`config.mk`:
```
export PLATFORM = sky130hd
export DESIGN_NAME = primogen_driver
export DESIGN_NICKNAME = d
export VERILOG_FILES = /design/src/rtl/primogen_driver.sv
export SDC_FILE = /design/constraint.sdc
export NUM_CORES = 1
export LEC_CHECK = 0
export BUFFER_PORTS_ARGS = -buffer_cell sky130_fd_sc_hd__buf_4
export CAP_MARGIN = 40
export CORE_MARGIN = 2
export CORE_UTILIZATION = 45
export CTS_CLUSTER_SIZE = 25
export DETAILED_ROUTE_END_ITERATION = 10
export HOLD_SLACK_MARGIN = 0.03
export PLACE_DENSITY = 0.69
export SLEW_MARGIN = 30
export SYNTH_ARGS = -nofsm -noshare
export SYNTH_HDL_FRONTEND = slang
export SYNTH_SLANG_ARGS = --single-unit
```
`constraint.sdc`:
```
create_clock -name clk -period 8.3 [get_ports clk]
set_input_delay 0.415 -clock clk [delete_from_list [all_inputs] [get_ports clk]]
set_output_delay 0.415 -clock clk [all_outputs]
set_load 0.01 [all_outputs]
```
`src/rtl/primogen_driver.sv`:
```
// primogen_driver: initiator for the primogen go/ready/error/res handshake.
// On start it requests COUNT results (1, 2, then successive primes), judges
// each in hardware (value rules, ordering, trial division by odd divisors
// using a bit-serial restoring divider), and reports pass/fail plus a code.
// Optional macro PRIMOGEN_DRIVER_TIMEOUT_EN adds a wait-state watchdog
// (fail code 5) bounded by TIMEOUT cycles.
module primogen_driver #(
  parameter int WIDTH   = 16,
  parameter int COUNT   = 13,
  parameter int TIMEOUT = 65535
) (
  input  logic             clk,
  input  logic             rst,
  input  logic             start,
  output logic             gen_go,
  input  logic             gen_ready,
  input  logic             gen_error,
  input  logic [WIDTH-1:0] gen_res,
  output logic             busy,
  output logic             done,
  output logic             pass,
  output logic [2:0]       fail_code,
  output logic [7:0]       fail_idx,
  output logic [WIDTH-1:0] last_res
);

  localparam int CW = $clog2(WIDTH + 1);

  localparam logic [2:0] FC_NONE   = 3'd0;
  localparam logic [2:0] FC_ERROR  = 3'd1;
  localparam logic [2:0] FC_PRIME  = 3'd2;
  localparam logic [2:0] FC_ORDER  = 3'd3;
  localparam logic [2:0] FC_INIT   = 3'd4;
  localparam logic [2:0] FC_TMO    = 3'd5;
  localparam logic [2:0] FC_NOTRDY = 3'd6;

  typedef enum logic [2:0] {
    S_IDLE, S_SAMPLE, S_TEST, S_REQ, S_WAIT_LO, S_WAIT_HI, S_DONE
  } state_t;

  // Sub-phase inside TEST: rule check, divisor-square bound, divide.
  typedef enum logic [1:0] {T_CHECK, T_SQ, T_DIV} tph_t;

  state_t state_q, state_d;
  tph_t   tph_q, tph_d;

  logic [7:0]       idx_q, idx_d;
  logic             busy_q, busy_d;
  logic             done_q, done_d;
  logic             pass_q, pass_d;
  logic [2:0]       fcode_q, fcode_d;
  logic [7:0]       fidx_q, fidx_d;
  logic [WIDTH-1:0] last_res_q, last_res_d;
  logic [WIDTH-1:0] prev_q, prev_d;
  logic [WIDTH-1:0] d_q, d_d;       // current trial divisor
  logic [WIDTH-1:0] rem_q, rem_d;   // partial remainder
  logic [WIDTH-1:0] quo_q, quo_d;   // dividend shifts out, quotient shifts in
  logic [CW-1:0]    bit_q, bit_d;

  // Divider step and divisor-square bound, all combinational on flops.
  logic [WIDTH:0]     rem_sh;
  logic               rem_ge;
  logic [WIDTH:0]     rem_nx;
  logic               div_last;
  logic [2*WIDTH-1:0] dsq;

  assign rem_sh   = {rem_q, quo_q[WIDTH-1]};
  assign rem_ge   = rem_sh >= {1'b0, d_q};
  assign rem_nx   = rem_ge ? (rem_sh - {1'b0, d_q}) : rem_sh;
  assign div_last = (bit_q == CW'(WIDTH - 1));
  assign dsq      = (2*WIDTH)'(d_q) * (2*WIDTH)'(d_q);

  logic tmo_hit;

`ifdef PRIMOGEN_DRIVER_TIMEOUT_EN
  logic [31:0] tmo_q, tmo_d;

  // Watchdog: cleared when a request is issued, counts while waiting.
  always_comb begin
    tmo_d = tmo_q;
    if (state_q == S_REQ) tmo_d = '0;
    else if (state_q == S_WAIT_LO || state_q == S_WAIT_HI) tmo_d = tmo_q + 32'd1;
  end

  // Watchdog counter register.
  always_ff @(posedge clk or negedge rst) begin
    if (!rst) tmo_q <= '0;
    else      tmo_q <= tmo_d;
  end

  assign tmo_hit = (tmo_q >= 32'(TIMEOUT - 1));
`else
  logic unused_timeout;
  assign unused_timeout = (TIMEOUT == 0);
  assign tmo_hit        = 1'b0;
`endif

  // Judgement of the current cycle: a failure with its code, or acceptance.
  logic       ev_fail;
  logic [2:0] ev_code;
  logic       ev_ok;

  always_comb begin
    ev_fail = 1'b0;
    ev_code = FC_NONE;
    ev_ok   = 1'b0;
    case (state_q)
      S_SAMPLE: begin
        if (idx_q == 8'd0 && !gen_ready) begin
          ev_fail = 1'b1; ev_code = FC_NOTRDY;
        end else if (gen_error) begin
          ev_fail = 1'b1; ev_code = FC_ERROR;
        end
      end
      S_TEST: begin
        case (tph_q)
          T_CHECK: begin
            if (idx_q == 8'd0) begin
              if (last_res_q == WIDTH'(1)) ev_ok = 1'b1;
              else begin ev_fail = 1'b1; ev_code = FC_INIT; end
            end else if (idx_q == 8'd1) begin
              if (last_res_q == WIDTH'(2)) ev_ok = 1'b1;
              else begin ev_fail = 1'b1; ev_code = FC_INIT; end
            end else if (last_res_q <= prev_q) begin
              ev_fail = 1'b1; ev_code = FC_ORDER;
            end else if (!last_res_q[0]) begin
              ev_fail = 1'b1; ev_code = FC_PRIME;
            end
          end
          T_SQ: if (dsq > (2*WIDTH)'(last_res_q)) ev_ok = 1'b1;
          T_DIV: begin
            if (div_last && rem_nx == '0) begin
              ev_fail = 1'b1; ev_code = FC_PRIME;
            end
          end
          default: ;
        endcase
      end
      S_WAIT_LO: if (gen_ready && tmo_hit) begin ev_fail = 1'b1; ev_code = FC_TMO; end
      S_WAIT_HI: if (!gen_ready && tmo_hit) begin ev_fail = 1'b1; ev_code = FC_TMO; end
      default: ;
    endcase
  end

  // State register.
  always_ff @(posedge clk or negedge rst) begin
    if (!rst) state_q <= S_IDLE;
    else      state_q <= state_d;
  end

  // Next-state logic.
  always_comb begin
    state_d = state_q;
    case (state_q)
      S_IDLE, S_DONE: if (start) state_d = S_SAMPLE;
      S_SAMPLE:       state_d = ev_fail ? S_DONE : S_TEST;
      S_TEST: begin
        if (ev_fail) state_d = S_DONE;
        else if (ev_ok) state_d = (idx_q == 8'(COUNT - 1)) ? S_DONE : S_REQ;
      end
      S_REQ:     state_d = S_WAIT_LO;
      S_WAIT_LO: begin
        if (!gen_ready)   state_d = S_WAIT_HI;
        else if (ev_fail) state_d = S_DONE;
      end
      S_WAIT_HI: begin
        if (gen_ready)    state_d = S_SAMPLE;
        else if (ev_fail) state_d = S_DONE;
      end
      default: state_d = S_IDLE;
    endcase
  end

  // Datapath: run bookkeeping, capture, divider and result latching.
  always_comb begin
    tph_d      = tph_q;
    idx_d      = idx_q;
    busy_d     = busy_q;
    done_d     = done_q;
    pass_d     = pass_q;
    fcode_d    = fcode_q;
    fidx_d     = fidx_q;
    last_res_d = last_res_q;
    prev_d     = prev_q;
    d_d        = d_q;
    rem_d      = rem_q;
    quo_d      = quo_q;
    bit_d      = bit_q;
    case (state_q)
      S_IDLE, S_DONE: begin
        if (start) begin
          idx_d   = '0;
          busy_d  = 1'b1;
          done_d  = 1'b0;
          pass_d  = 1'b0;
          fcode_d = FC_NONE;
          fidx_d  = '0;
        end
      end
      S_SAMPLE: begin
        if (!ev_fail) begin
          last_res_d = gen_res;
          prev_d     = last_res_q;
          tph_d      = T_CHECK;
        end
      end
      S_TEST: begin
        case (tph_q)
          T_CHECK: begin
            d_d   = WIDTH'(3);
            tph_d = T_SQ;
          end
          T_SQ: begin
            if (!ev_ok) begin
              rem_d = '0;
              quo_d = last_res_q;
              bit_d = '0;
              tph_d = T_DIV;
            end
          end
          T_DIV: begin
            rem_d = rem_nx[WIDTH-1:0];
            quo_d = {quo_q[WIDTH-2:0], rem_ge};
            bit_d = bit_q + CW'(1);
            if (div_last) begin
              d_d   = d_q + WIDTH'(2);
              tph_d = T_SQ;
            end
          end
          default: tph_d = T_CHECK;
        endcase
        if (ev_ok && idx_q == 8'(COUNT - 1)) begin
          pass_d = 1'b1;
          busy_d = 1'b0;
          done_d = 1'b1;
        end
      end
      S_REQ: idx_d = idx_q + 8'd1;
      default: ;
    endcase
    if (ev_fail) begin
      fcode_d = ev_code;
      fidx_d  = idx_q;
      pass_d  = 1'b0;
      busy_d  = 1'b0;
      done_d  = 1'b1;
    end
  end

  // Datapath registers.
  always_ff @(posedge clk or negedge rst) begin
    if (!rst) begin
      tph_q      <= T_CHECK;
      idx_q      <= '0;
      busy_q     <= 1'b0;
      done_q     <= 1'b0;
      pass_q     <= 1'b0;
      fcode_q    <= FC_NONE;
      fidx_q     <= '0;
      last_res_q <= '0;
      prev_q     <= '0;
      d_q        <= '0;
      rem_q      <= '0;
      quo_q      <= '0;
      bit_q      <= '0;
    end else begin
      tph_q      <= tph_d;
      idx_q      <= idx_d;
      busy_q     <= busy_d;
      done_q     <= done_d;
      pass_q     <= pass_d;
      fcode_q    <= fcode_d;
      fidx_q     <= fidx_d;
      last_res_q <= last_res_d;
      prev_q     <= prev_d;
      d_q        <= d_d;
      rem_q      <= rem_d;
      quo_q      <= quo_d;
      bit_q      <= bit_d;
    end
  end

  // Outputs: request pulse decoded from state, status straight from flops.
  always_comb begin
    gen_go    = (state_q == S_REQ);
    busy      = busy_q;
    done      = done_q;
    pass      = pass_q;
    fail_code = fcode_q;
    fail_idx  = fidx_q;
    last_res  = last_res_q;
  end

endmodule

```
* Yosys cells after proc, flatten, opt, wreduce, memory -nomap -nowiden *
Cells that the tools add are included.

word-level totals
  register bits = 112
  input bits = 21
  logic and storage cells = 137
  output and inout port bits = 31

cells by class
  reduce and logical (&&, ||, !) cells = 24
  mux-type cells = 68
  $add $sub $neg = 4
  bitwise operators = 1
  eq/ne operators = 22
  multiply operators = 1
  $lt $le $gt $ge = 3

operators by type and width
  operator               number
  $pmux 16 s2            3
  $mux 16                3
  $mux 3                 16
  $gt 32x16->1           1
  $mul 16x16->32         1
  $mux 8                 3
  $mux 1                 23
  $pmux 3 s6             1
  $ge 17x16->1           1
  $logic_not 17->1       1
  $mux 17                1
  $sub 17x16->17         1
  $add 16x2->16 const B  1
  $eq 16x1->1 const B    1
  $eq 16x2->1 const B    1
  $le 16x16->1           1
  $pmux 8 s2             1
  $ne 3x3->1 const B     5
  $mux 2                 6
  $pmux 3 s2             2
  $reduce_bool 2->1      6
  $pmux 1 s2             5
  $pmux 5 s2             1
  $eq 3x3->1 const B     3
  other kinds (24)       35

* Logic depth before layout (Yosys ltp) *
Gate-level depths: netlist (run 1).

  depth in word-level cells = 10
  depth in mapped cells = 35
  gate-level depth less buffers = 32

* Least setup slack after synthesis (run 1) *
No wires, ideal clock.

  path type = reg-to-reg
  from = register d_q[5]
  to = register state_q[1]
  setup time = 0.078 ns
  arrival time = 7.608 ns
  slack = 0.614 ns
  data required time = 8.222 ns
  stages on the path, launching flop included = 32
  buffers on the path = 3
  path through = dfrtp_1 > clkbuf_1 > inv_1 > clkbuf_1 > nor2_1 > inv_1 > fa_1 > inv_1 > fa_1 > inv_1 > fa_1 > inv_1 > fa_1 > fa_1 > inv_1 > fa_1 > inv_1 > ha_1 > clkbuf_1 > nand2_1 > o21a_1 > nand2_1 > xor2_1 > ha_1 > nand3_1 > nor3_1 > a22oi_1 > or4b_1 > a2111o_1 > o41a_1 > a31oi_1 > o2bb2ai_1

on the way
  cells in the longest elaborated chain, start to end = 10
  elaborated cells between the ends (all ways) = 20
  classes of those cells = add/sub (1); mul (1); order compare (2); eq/ne (1); mux (12); reduce/logical (3)

ends and longest elaborated chain
  item                                                     RTL line  RTL
  start, declared                                          55        logic [WIDTH-1:0] d_q, d_d;
  start signal, assigned                                   262       d_q <= '0;
  start signal, assigned                                   276       d_q <= d_d;
  branches (longest 10 deep; another with $mul 16x16->32)  -
  end signal, assigned                                     148       else state_q <= state_d;
  end, declared                                            44        state_t state_q, state_d;

Parallel ways; which one is timed is not known.
A chain may end at the register's enable or synchronous reset.

* Worst setup path after layout (run 1) *
  from = register d_q[4]
  to = register state_q[1]

Same word-level chain as after synthesis.

==> results of run 1 <==
worst paths after layout:
check | from | endpoint | slack, ns
worst max-delay path | d_q[4] | state_q[1] | 0.41
worst min-delay path | rst | fail_idx[5] | 0.07
worst max register to register | d_q[4] | state_q[1] | 0.41
worst min register to register | prev_q[12] | prev_q[12] | 0.49
max in group asynchronous | rst | d_q[11] | 7.23
min in group clk | gen_res[12] | last_res[12] | 0.27
power by group:
part	switching, W	internal [W]
logic	0.00130	0.000922
registers	0.000188	0.000705
clock network	0.000236	0.000213
total	0.00172	0.00184
final cells by class:
cell class / count / area, um^2 / area share (%)
multi-input cells: 1223 / 10690 / 65.50
well taps: 442 / 553.0 / 3.389
clock inverters: 6 / 57.56 / 0.3527
inverters: 307 / 1155 / 7.076
flip-flops and latches: 112 / 2809 / 17.21
repair buffers: 104 / 827.0 / 5.067
clock buffers: 10 / 229.0 / 1.403
worst max-delay path, stage by stage (launching register included):
cell and delay, ns:
sky130_fd_sc_hd__dfrtp_1 0.47, sky130_fd_sc_hd__buf_4 0.21, sky130_fd_sc_hd__nand2_1 0.08, sky130_fd_sc_hd__fa_1 0.55
sky130_fd_sc_hd__fa_1 0.56, sky130_fd_sc_hd__inv_1 0.05, sky130_fd_sc_hd__fa_1 0.52, sky130_fd_sc_hd__fa_1 0.44
sky130_fd_sc_hd__fa_1 0.56, sky130_fd_sc_hd__inv_1 0.06, sky130_fd_sc_hd__fa_1 0.52, sky130_fd_sc_hd__inv_1 0.07
sky130_fd_sc_hd__ha_1 0.38, sky130_fd_sc_hd__a21oi_1 0.25, sky130_fd_sc_hd__o21ai_0 0.16, sky130_fd_sc_hd__nor2_1 0.16
sky130_fd_sc_hd__xnor2_1 0.15, sky130_fd_sc_hd__ha_1 0.27, sky130_fd_sc_hd__a21o_1 0.16, sky130_fd_sc_hd__a21oi_1 0.15
sky130_fd_sc_hd__o21a_1 0.14, sky130_fd_sc_hd__a22oi_1 0.09, sky130_fd_sc_hd__or4b_1 0.53, sky130_fd_sc_hd__a2111o_1 0.45
sky130_fd_sc_hd__o41a_1 0.47, sky130_fd_sc_hd__a31oi_1 0.22, sky130_fd_sc_hd__o2bb2ai_1 0.13
cell usage after synthesis, types with 5 or more instances:
cell type                   number
sky130_fd_sc_hd__o21a_1         16
sky130_fd_sc_hd__mux2_2         27
sky130_fd_sc_hd__a21o_1         23
sky130_fd_sc_hd__or2_2           6
sky130_fd_sc_hd__nor2_1        127
sky130_fd_sc_hd__clkinv_1        5
sky130_fd_sc_hd__inv_2           5
sky130_fd_sc_hd__clkbuf_1       45
sky130_fd_sc_hd__o2111ai_1       7
sky130_fd_sc_hd__nand4_1        23
sky130_fd_sc_hd__nand2b_1        7
sky130_fd_sc_hd__inv_1         297
sky130_fd_sc_hd__ha_1          155
sky130_fd_sc_hd__mux2i_1        18
sky130_fd_sc_hd__nand3_1        35
sky130_fd_sc_hd__and2_1          5
sky130_fd_sc_hd__nand2_1       183
sky130_fd_sc_hd__nor4_1         18
sky130_fd_sc_hd__xnor2_1        37
sky130_fd_sc_hd__and3_1          9
sky130_fd_sc_hd__buf_2          10
sky130_fd_sc_hd__nand3b_1        5
sky130_fd_sc_hd__dfrtp_1       112
sky130_fd_sc_hd__xor2_1         12
sky130_fd_sc_hd__a31oi_1         7
sky130_fd_sc_hd__a211oi_1        9
sky130_fd_sc_hd__o21ai_0        89
sky130_fd_sc_hd__fa_1          166
sky130_fd_sc_hd__o211ai_1       17
sky130_fd_sc_hd__mux2_4         15
sky130_fd_sc_hd__or3_1           8
sky130_fd_sc_hd__nor3_1         29
sky130_fd_sc_hd__nor2b_1         8
sky130_fd_sc_hd__a21oi_1        72
cells by family after synthesis:
logic type | synth area share [%]
AOI/OAI and AO/OA | 13.16
xor gates and xnor gates | 2.887
adders and majority gates | 35.47
buffers and inverters | 9.451
DFF | 18.85
muxes | 4.772
and+or+nand+nor | 15.41
registers in the layout, summed over array words and instances, names as in the netlist, 5 cells and up:
register / count
bit_q: 5
prev_q: 16
fail_idx: 8
quo_q: 16
idx_q: 8
last_res: 16
d_q: 16
rem_q: 16
per-stage QoR:
stage | area, um^2 | hold WS, ns | power, W
finish | 16320 | 0.06777 | 0.003564
global route | 16320 | 0.1316 | 0.003881
CTS | 16250 | 0.08697 | 0.003541
detailed placement | 15960 | 0.4687 | 0.003075
global placement | 15930 | 0.4618 | 0.002995
floorplan | 14870 | 0.1194 | 0.002449
layer usage:
layer	part of all wire [%]	wire (um)	vias to the layer above
met5	0	0	-
met4	2.6	991	0
met3	5.8	2236	72
met2	47	18110	425
met1	44	17050	6021
li1	-	-	5744
==> impl_table.tex, run 1 <==
\begin{tabular}{lr}
\hline
Metric & Value \\
\hline
\multicolumn{2}{l}{\textbf{Route}} \\
Via count & 12,262 \\
Total detailed-routing wirelength & 38.39 mm \\
Post-route DRC & 0 \\
Detailed-route wire length per cell & 17.42 um \\
Ratio of routed vias to standard cells & 5.564 \\
Violation count after the first detailed-routing iteration & 947 \\
Number of optimization iterations in the first detailed-route pass & 5 \\
Count of antenna-violating nets left after detailed routing & 0 \\
\multicolumn{2}{l}{\textbf{Final layout}} \\
Utilization after layout & 50.16\% \\
Layout filler cell count & 3,086 \\
Leading cell types in the layout, fill and taps excluded & 297 x sky130\_fd\_sc\_hd\_\_inv\_1, 183 x sky130\_fd\_sc\_hd\_\_nand2\_1, 166 x sky130\_fd\_sc\_hd\_\_fa\_1 \\
Proportion of layout cells with a drive suffix above 1 & 11.35\% \\
Final net count & 2,099 \\
Commonest non-fill, non-tap cell in the layout & sky130\_fd\_sc\_hd\_\_inv\_1 \\
Layout area overhead & 9.780\% \\
Post-route insts no fill & 2,204 \\
Antenna cell count & 0 \\
\multicolumn{2}{l}{\textbf{Die}} \\
Number of cell rows & 66 \\
Area of the core & 32,540 um\^{}2 \\
Initial core utilization & 45.69\% \\
Chip width & 185.8 um \\
Area enclosed by the die boundary & 34,510 um\^{}2 \\
Height of the die & 185.8 um \\
Number of top-level design ports & 52 \\
\multicolumn{2}{l}{\textbf{STA}} \\
Final critical delay including setup and external delays & 7.892 ns \\
Final setup margin & 0.4077 ns \\
Period utilisation layout & 95.09\% \\
Number of hold violations in the final report & 0 \\
Transition time at the pin with the least slew margin & 0.7240 ns \\
Worst slew margin & 51.68\% \\
Peak clock frequency supported by timing & 0.1267 GHz \\
Number of setup violations in the final report & 0 \\
Sum Neg Setup Slack & 0 ns \\
Clock skew & 0.01785 ns \\
Count of final max-slew check failures & 0 \\
\multicolumn{2}{l}{\textbf{CTS}} \\
\# clock sinks & 112 \\
Master cell of the clock root buffer & sky130\_fd\_sc\_hd\_\_clkbuf\_16 \\
Bufs on Longest Clock Path & 2 \\
Post-CTS resize count & 0 \\
Number of buffers inserted to repair setup after CTS & 0 \\
Skew-Pair Late Insertion Delay & 0.37 ns \\
Clock slew at the register clock pins of the worst setup and hold paths & 0.09 ns \\
H-tree level count & 3 \\
Total clock buffers created by CTS & 9 \\
TritonCTS clock tree & yes \\
Hold bufs inserted after CTS & 0 \\
\multicolumn{2}{l}{\textbf{Yosys}} \\
Register area share after synthesis & 18.85\% \\
Post-synthesis average cell area & 8.735 um\^{}2 \\
Biggest area consumer among synthesized cells & sky130\_fd\_sc\_hd\_\_fa\_1 \\
Count of yosys warnings during synthesis & 0 \\
Yosys reg bits & 112 \\
Mapped Area & 14,870 um\^{}2 \\
Fraction of synthesis flops using an asynchronous set or reset pin & 100.0\% \\
Dominant cells by area after synthesis & sky130\_fd\_sc\_hd\_\_fa\_1 22\%, sky130\_fd\_sc\_hd\_\_dfrtp\_1 19\%, sky130\_fd\_sc\_hd\_\_ha\_1 13\% \\
EDFF count, synth & 0 \\
Gate count after technology mapping & 1,702 \\
Post-synth cell types & 83 \\
Net count after synthesis & 2,044 \\
Most used flip-flop cell after synthesis & sky130\_fd\_sc\_hd\_\_dfrtp\_1 \\
Fraction of post-synthesis cell area in the top cell type by area & 22.35\% \\
\multicolumn{2}{l}{\textbf{Global routing}} \\
Initial antenna violation count & 0 \\
GRT met1 Usage & 32.48\% \\
Via count of the first global-routing pass & 12,550 \\
Global Route met2 Usage & 38.84\% \\
Global routing's busiest layer & met2 \\
Largest net degree at the start of global routing & 62 \\
Overflow left after global routing & 0 \\
Met3 usage in global routing & 3.033\% \\
Global-route wire length before repair & 64.40 mm \\
Total routing usage reported by global routing & 23.53\% \\
\multicolumn{2}{l}{\textbf{Setup path}} \\
Worst Path Max Fanout & 6 \\
Data required time at the worst endpoint & 8.58 ns \\
Startpoint kind of the worst setup timing path & register \\
Endpoint kind of the worst setup timing path & register \\
Arrival time of data at the critical path endpoint & 8.17 ns \\
Worst R2R Path Depth & 26 \\
Classification of the worst setup path & register to register \\
\multicolumn{2}{l}{\textbf{Placed design}} \\
Detailed placement HPWL & 31.57 mm \\
Total instance count after detailed placement & 2,186 \\
Setup slack at placement & 0.3105 ns \\
Final estimated routing congestion in global placement & 0.9617 \\
Port Buffer Count & 51 \\
\multicolumn{2}{l}{\textbf{Power and ir drop}} \\
Pleak & 8.582 nW \\
VDD IR max & 0.2146 mV \\
Power Dens Cells & 218.3 nW/um\^{}2 \\
\multicolumn{2}{l}{\textbf{Min path}} \\
Type of the worst min-delay path & input port to async pin \\
\multicolumn{2}{l}{\textbf{Status}} \\
Result of the run & complete, no violations \\
\multicolumn{2}{l}{\textbf{Flow run}} \\
\# Max-Cap Violations & 0 \\
\hline
\end{tabular}
No activity file was read; power rests on OpenSTA's default activity.
==> inputs of run 2 (changes only) <==
Settings changed: CORE_UTILIZATION 45 to 30, PLACE_DENSITY 0.69 to 0.52.
==> run 2 against run 1 <==
Effect of this change: sequential share of layout area decreased by 0.28 points; sequential cell count unchanged; first-iteration DRC count decreased by 29%; fmax grew 0.21%; largest power group unchanged; via count down 3.0%; register-to-register slack better by 0.02 ns; power fell by 0.12%; utilization fell by 16 points.
==> impl_table.tex, run 2 (synthesis gave the netlist of run 1 again) <==
\begin{tabular}{lr}
\hline
Metric & Value \\
\hline
\multicolumn{2}{l}{\textbf{Status}} \\
Result of the run & complete, no violations \\
\multicolumn{2}{l}{\textbf{Setup path}} \\
Max incr delay on CP & 0.56 ns \\
Startpoint kind of the worst setup timing path & register \\
Worst Path Max Fanout & 20 \\
Endpoint kind of the worst setup timing path & register \\
Data required time at the worst endpoint & 8.56 ns \\
Classification of the worst setup path & register to register \\
Arrival time of data at the critical path endpoint & 8.14 ns \\
Setup slack on the worst flop-to-flop path & 0.42 ns \\
Most common cell on crit path & sky130\_fd\_sc\_hd\_\_fa\_1 \\
Worst R2R Path Depth & 26 \\
Number of buffer and inverter stages on the critical path & 8 \\
Capture instance of the worst register-to-register path & rem\_q[10] \\
Cell family with the largest share of critical-path delay & adder cells \\
Launching point of the worst reg2reg path & d\_q[11] \\
Slowest-stage cell, CP & sky130\_fd\_sc\_hd\_\_fa\_1 \\
\multicolumn{2}{l}{\textbf{Die}} \\
Area of the core & 48,950 um\^{}2 \\
Area enclosed by the die boundary & 51,350 um\^{}2 \\
Height of the die & 226.6 um \\
Chip width & 226.6 um \\
Number of top-level design ports & 52 \\
Initial core utilization & 30.37\% \\
Number of cell rows & 81 \\
\multicolumn{2}{l}{\textbf{STA}} \\
Worst slew margin & 49.01\% \\
RSZ-0062 raised after global routing & no \\
Transition time at the pin with the least slew margin & 0.7569 ns \\
Number of hold violations in the final report & 0 \\
Clock skew & 0.008798 ns \\
Peak clock frequency supported by timing & 0.1270 GHz \\
Sum Neg Setup Slack & 0 ns \\
Final critical delay including setup and external delays & 7.876 ns \\
Count of final max-slew check failures & 0 \\
Period utilisation layout & 94.89\% \\
Number of setup violations in the final report & 0 \\
\multicolumn{2}{l}{\textbf{Placed design}} \\
Port Buffer Count & 51 \\
Cell area after placement & 16,210 um\^{}2 \\
Total instance count after detailed placement & 2,403 \\
Final estimated routing congestion in global placement & 0.8570 \\
Detailed placement HPWL & 33.44 mm \\
\multicolumn{2}{l}{\textbf{Final layout}} \\
Post-route insts no fill & 2,421 \\
Layout area overhead & 11.42\% \\
FF+latch area & 2805 um\^{}2 \\
Non-Filler Cell Area, Final & 16,560 um\^{}2 \\
Leading cell types in the layout, fill and taps excluded & 297 x sky130\_fd\_sc\_hd\_\_inv\_1, 183 x sky130\_fd\_sc\_hd\_\_nand2\_1, 166 x sky130\_fd\_sc\_hd\_\_fa\_1 \\
Area of the multi-input gates & 10,690 um\^{}2 \\
Antenna cell count & 0 \\
Layout filler cell count & 5,095 \\
Utilization after layout & 33.84\% \\
Proportion of layout cells with a drive suffix above 1 & 11.04\% \\
Commonest non-fill, non-tap cell in the layout & sky130\_fd\_sc\_hd\_\_inv\_1 \\
Final net count & 2,094 \\
\multicolumn{2}{l}{\textbf{Global routing}} \\
Total routing usage reported by global routing & 16.29\% \\
Overflow left after global routing & 0 \\
Largest net degree at the start of global routing & 63 \\
Global-route wire length before repair & 66.12 mm \\
Via count of the first global-routing pass & 12,479 \\
Initial antenna violation count & 0 \\
\multicolumn{2}{l}{\textbf{Route}} \\
Violation count after the first detailed-routing iteration & 668 \\
Number of optimization iterations in the first detailed-route pass & 6 \\
Count of antenna-violating nets left after detailed routing & 0 \\
Via count & 11,891 \\
Ratio of routed vias to standard cells & 4.912 \\
Detailed-route wire length per cell & 16.46 um \\
Post-route DRC & 0 \\
Total detailed-routing wirelength & 39.84 mm \\
\multicolumn{2}{l}{\textbf{CTS}} \\
Hold bufs inserted after CTS & 0 \\
\# clock sinks & 112 \\
Clock slew at the register clock pins of the worst setup and hold paths & 0.09 ns \\
Bufs on Longest Clock Path & 2 \\
Skew-Pair Late Insertion Delay & 0.36 ns \\
TritonCTS clock tree & yes \\
Total clock buffers created by CTS & 9 \\
Master cell of the clock root buffer & sky130\_fd\_sc\_hd\_\_clkbuf\_16 \\
H-tree level count & 3 \\
\multicolumn{2}{l}{\textbf{Power and ir drop}} \\
Pleak & 8.565 nW \\
VDD IR max & 0.2859 mV \\
Power Dens Cells & 214.9 nW/um\^{}2 \\
\multicolumn{2}{l}{\textbf{Min path}} \\
Type of the worst min-delay path & input port to async pin \\
\multicolumn{2}{l}{\textbf{Flow run}} \\
\# Max-Cap Violations & 0 \\
\hline
\end{tabular}
-- run 2: changes by cell type in the layout (fill, tap and decap cells not counted), moves of 2 or more --
| cell | previous run | this run |
|---|---|---|
| sky130_fd_sc_hd__dfrtp_2 | 5 | 2 |
| sky130_fd_sc_hd__buf_4 | 101 | 95 |
| sky130_fd_sc_hd__inv_8 | 2 | 0 |
| sky130_fd_sc_hd__dfrtp_1 | 107 | 110 |
| sky130_fd_sc_hd__buf_12 | 0 | 2 |
| sky130_fd_sc_hd__clkinv_8 | 0 | 2 |
-- run 2: worst max-delay path by stage --
stage / to / cells past startpoint / slack [ns] / start
after floorplan: state_q[1] / 31 / 0.61 / d_q[5]
after global placement: state_q[2] / 32 / 0.38 / d_q[6]
after detailed placement: state_q[2] / 32 / 0.30 / d_q[6]
after CTS: state_q[2] / 32 / 0.23 / d_q[6]
after global routing: done / 32 / 0.04 / d_q[9]
final: rem_q[10] / 26 / 0.42 / d_q[11]
-- run 2: per-layer routing --
layer	vias to the layer above	wire length, um	track usage, %
met2	267	18710	27.07
li1	5726	-	-
met1	5867	18760	22.84
met3	31	1653	1.555
met5	-	0	0
met4	0	707	3.820
-- run 2: what timing repair did --
| item | CTS | global route |
|---|---|---|
| gates resized for setup | 0 | 8 |
| setup endpoints to repair | 0 | 32 |
| buffers inserted | 0 | 0 |
-- run 2: final cells by class --
type | instances | share of cell area (%)
tap | 664 | 5.015
sequential | 112 | 16.93
clock buffer | 10 | 1.382
clock inverter | 6 | 0.4079
inverter | 307 | 6.972
timing repair buffer | 99 | 4.781
multi-input combinational | 1223 | 64.51
-- run 2: where the power goes --
group	total (W)	internal [W]	switching, W
sequential	0.000888	0.000705	0.000184
clock	0.000453	0.000215	0.000238
combinational	0.00222	0.000916	0.00130
-- run 2: through the flow --
stage	power, W	hold WS [ns]	setup WS (ns)
2_1_floorplan	0.002449	0.1194	0.6142
3_3_place_gp	0.003053	0.4626	0.3768
3_5_place_dp	0.003090	0.4687	0.2987
4_1_cts	0.003567	0.1029	0.2280
5_1_grt	0.003867	0.1354	0.04469
6_report	0.003559	0.09154	0.4244
==> inputs of run 3 (changes only) <==
Clock period 8.3 ns to 7.7 ns, I/O delays scaled along.
==> run 3 against run 2 <==
Effect of this change: clock skew is 0.0074 ns higher; sequential cell count stayed put; clock power is 14% higher; setup slack worse by 0.15 ns; via count is 2.5% higher; first-iteration DRC count is 8.8% lower; critical path type unchanged; wire length is 2.1% higher; largest cell class unchanged.
==> impl_table.tex, run 3 (synthesis gave the netlist of run 1 again) <==
\begin{tabular}{lr}
\hline
Metric & Value \\
\hline
\multicolumn{2}{l}{\textbf{Min path}} \\
Type of the worst min-delay path & input port to async pin \\
\multicolumn{2}{l}{\textbf{Final layout}} \\
Layout area overhead & 16.09\% \\
Proportion of layout cells with a drive suffix above 1 & 16.74\% \\
Final net count & 2,153 \\
Antenna cell count & 0 \\
Non-Filler Cell Area, Final & 17,260 um\^{}2 \\
Utilization after layout & 35.26\% \\
Leading cell types in the layout, fill and taps excluded & 290 x sky130\_fd\_sc\_hd\_\_inv\_1, 180 x sky130\_fd\_sc\_hd\_\_nand2\_1, 163 x sky130\_fd\_sc\_hd\_\_fa\_1 \\
Commonest non-fill, non-tap cell in the layout & sky130\_fd\_sc\_hd\_\_inv\_1 \\
Layout filler cell count & 5,078 \\
\multicolumn{2}{l}{\textbf{Setup path}} \\
Capturing element of the worst setup path & state\_q[2] \\
Data required time at the worst endpoint & 7.93 ns \\
Arrival time of data at the critical path endpoint & 7.66 ns \\
Capture instance of the worst register-to-register path & state\_q[2] \\
Startpoint kind of the worst setup timing path & register \\
Classification of the worst setup path & register to register \\
Start point of the critical path & d\_q[4] \\
Launching point of the worst reg2reg path & d\_q[4] \\
Worst Path Max Fanout & 6 \\
Setup slack on the worst flop-to-flop path & 0.28 ns \\
Endpoint kind of the worst setup timing path & register \\
Worst R2R Path Depth & 27 \\
\multicolumn{2}{l}{\textbf{Global routing}} \\
Overflow left after global routing & 0 \\
Largest net degree at the start of global routing & 49 \\
Initial antenna violation count & 0 \\
Total routing usage reported by global routing & 16.57\% \\
Global-route wire length before repair & 67.32 mm \\
Via count of the first global-routing pass & 12,628 \\
\multicolumn{2}{l}{\textbf{Route}} \\
Post-route DRC & 0 \\
Total detailed-routing wirelength & 40.67 mm \\
Count of antenna-violating nets left after detailed routing & 0 \\
Violation count after the first detailed-routing iteration & 609 \\
Detailed-route wire length per cell & 16.40 um \\
Via count & 12,189 \\
Ratio of routed vias to standard cells & 4.915 \\
Number of optimization iterations in the first detailed-route pass & 5 \\
\multicolumn{2}{l}{\textbf{STA}} \\
Number of setup violations in the final report & 0 \\
Number of hold violations in the final report & 0 \\
Period utilisation layout & 96.41\% \\
Final critical delay including setup and external delays & 7.424 ns \\
Sum Neg Setup Slack & 0 ns \\
Clock skew & 0.01622 ns \\
RSZ-0062 raised after global routing & yes \\
Count of final max-slew check failures & 0 \\
Transition time at the pin with the least slew margin & 0.6959 ns \\
Worst slew margin & 53.55\% \\
Peak clock frequency supported by timing & 0.1347 GHz \\
\multicolumn{2}{l}{\textbf{CTS}} \\
Clock slew at the register clock pins of the worst setup and hold paths & 0.09 ns \\
Master cell of the clock root buffer & sky130\_fd\_sc\_hd\_\_clkbuf\_16 \\
\# clock sinks & 112 \\
H-tree level count & 3 \\
Skew-Pair Late Insertion Delay & 0.37 ns \\
TritonCTS clock tree & yes \\
Total clock buffers created by CTS & 9 \\
Hold bufs inserted after CTS & 0 \\
Bufs on Longest Clock Path & 2 \\
\multicolumn{2}{l}{\textbf{Power and ir drop}} \\
Pleak & 8.858 nW \\
Power Dens Cells & 225.4 nW/um\^{}2 \\
VDD IR max & 0.4206 mV \\
\multicolumn{2}{l}{\textbf{Die}} \\
Height of the die & 226.6 um \\
Area enclosed by the die boundary & 51,350 um\^{}2 \\
Area of the core & 48,950 um\^{}2 \\
Number of cell rows & 81 \\
Initial core utilization & 30.37\% \\
Number of top-level design ports & 52 \\
Chip width & 226.6 um \\
\multicolumn{2}{l}{\textbf{Placed design}} \\
Port Buffer Count & 51 \\
Detailed placement HPWL & 34.12 mm \\
Cell area after placement & 16,590 um\^{}2 \\
Final estimated routing congestion in global placement & 0.9001 \\
\multicolumn{2}{l}{\textbf{Flow run}} \\
\# Max-Cap Violations & 0 \\
\multicolumn{2}{l}{\textbf{Status}} \\
Result of the run & complete, no violations \\
\hline
\end{tabular}
-- run 3: cell count changes in the layout (fill, tap and decap cells not counted), sizes merged --
cell	delta
clkinvlp	+2
clkinv	-2
buf	+58
bufinv	+1
-- run 3: how the worst min path moves through the flow --
stage / slack, ns / startpoint / endpoint / depth (start not counted)
2_1_floorplan: 0.09 / rst / bit_q[0] / 0
3_3_place_gp: 0.44 / rst / fail_idx[7] / 1
3_5_place_dp: 0.43 / rst / fail_idx[7] / 1
4_1_cts: 0.04 / rst / fail_idx[7] / 1
5_1_grt: 0.06 / rst / fail_idx[7] / 1
6_report: 0.03 / rst / fail_idx[7] / 1
-- run 3: where the power goes --
group          total, W  leakage [nW]  switching [W]  internal, W
clock network  0.000518         0.158       0.000254     0.000264
registers      0.000961          1.46       0.000201     0.000760
logic           0.00241          7.24        0.00141      0.00100
total           0.00389          8.86        0.00187      0.00202
-- run 3: what timing repair did --
action                     CTS  global route
hold endpoints to repair     0             0
gates resized for setup      8            63
pin swaps                    3            36
buffers inserted             0            11
setup endpoints to repair    6            44
-- run 3: layout make-up --
cell class                      instances  area (um^2)  area share (%)
Multi-Input combinational cell       1223        10870           63.01
Sequential cell                       112         2808           16.27
Timing Repair Buffer                  158         1261           7.308
Inverter                              307         1160           6.720
Tap cell                              664        830.8           4.814
Clock buffer                            9        225.2           1.305
Clock inverter                          7        100.1          0.5800
-- run 3: stage by stage --
step	hold WS [ns]	total power [W]	setup WS, ns	cells
2_1_floorplan	0.08941	0.002639	0.01416	1702
3_3_place_gp	0.4399	0.003310	0.02792	2450
3_5_place_dp	0.4317	0.003346	-0.1665	2452
4_1_cts	0.04055	0.003889	0.01257	2468
5_1_grt	0.06143	0.004225	-0.08760	2480
6_report	0.02790	0.003891	0.2763	2480
-- run 3: layer usage --
layer | wire (um) | GRT usage, % | up-vias
met5 | 0 | 0 | -
met4 | 508 | 3.205 | 0
met3 | 1168 | 1.503 | 28
met2 | 19420 | 27.99 | 232
met1 | 19570 | 23.17 | 6069
li1 | - | - | 5860
-- run 3: critical path, stage by stage, from the launching register on --
cell and delay (ns):
sky130_fd_sc_hd__dfrtp_2 0.48, sky130_fd_sc_hd__clkinvlp_4 0.15, sky130_fd_sc_hd__buf_4 0.16, sky130_fd_sc_hd__nor2_4 0.12, sky130_fd_sc_hd__fa_2 0.48, sky130_fd_sc_hd__fa_1 0.51, sky130_fd_sc_hd__ha_1 0.25, sky130_fd_sc_hd__fa_1 0.52
sky130_fd_sc_hd__inv_1 0.05, sky130_fd_sc_hd__fa_1 0.46, sky130_fd_sc_hd__fa_1 0.55, sky130_fd_sc_hd__inv_1 0.04, sky130_fd_sc_hd__ha_2 0.31, sky130_fd_sc_hd__o211ai_1 0.35, sky130_fd_sc_hd__a21oi_2 0.12, sky130_fd_sc_hd__nand4_1 0.12
sky130_fd_sc_hd__nand2_2 0.08, sky130_fd_sc_hd__xor2_2 0.18, sky130_fd_sc_hd__ha_1 0.29, sky130_fd_sc_hd__nand3_1 0.11, sky130_fd_sc_hd__nor3_2 0.21, sky130_fd_sc_hd__a22oi_2 0.13, sky130_fd_sc_hd__or4b_1 0.49, sky130_fd_sc_hd__a2111o_1 0.33
sky130_fd_sc_hd__o41ai_2 0.33, sky130_fd_sc_hd__buf_4 0.18, sky130_fd_sc_hd__o31a_1 0.16, sky130_fd_sc_hd__o211ai_1 0.09
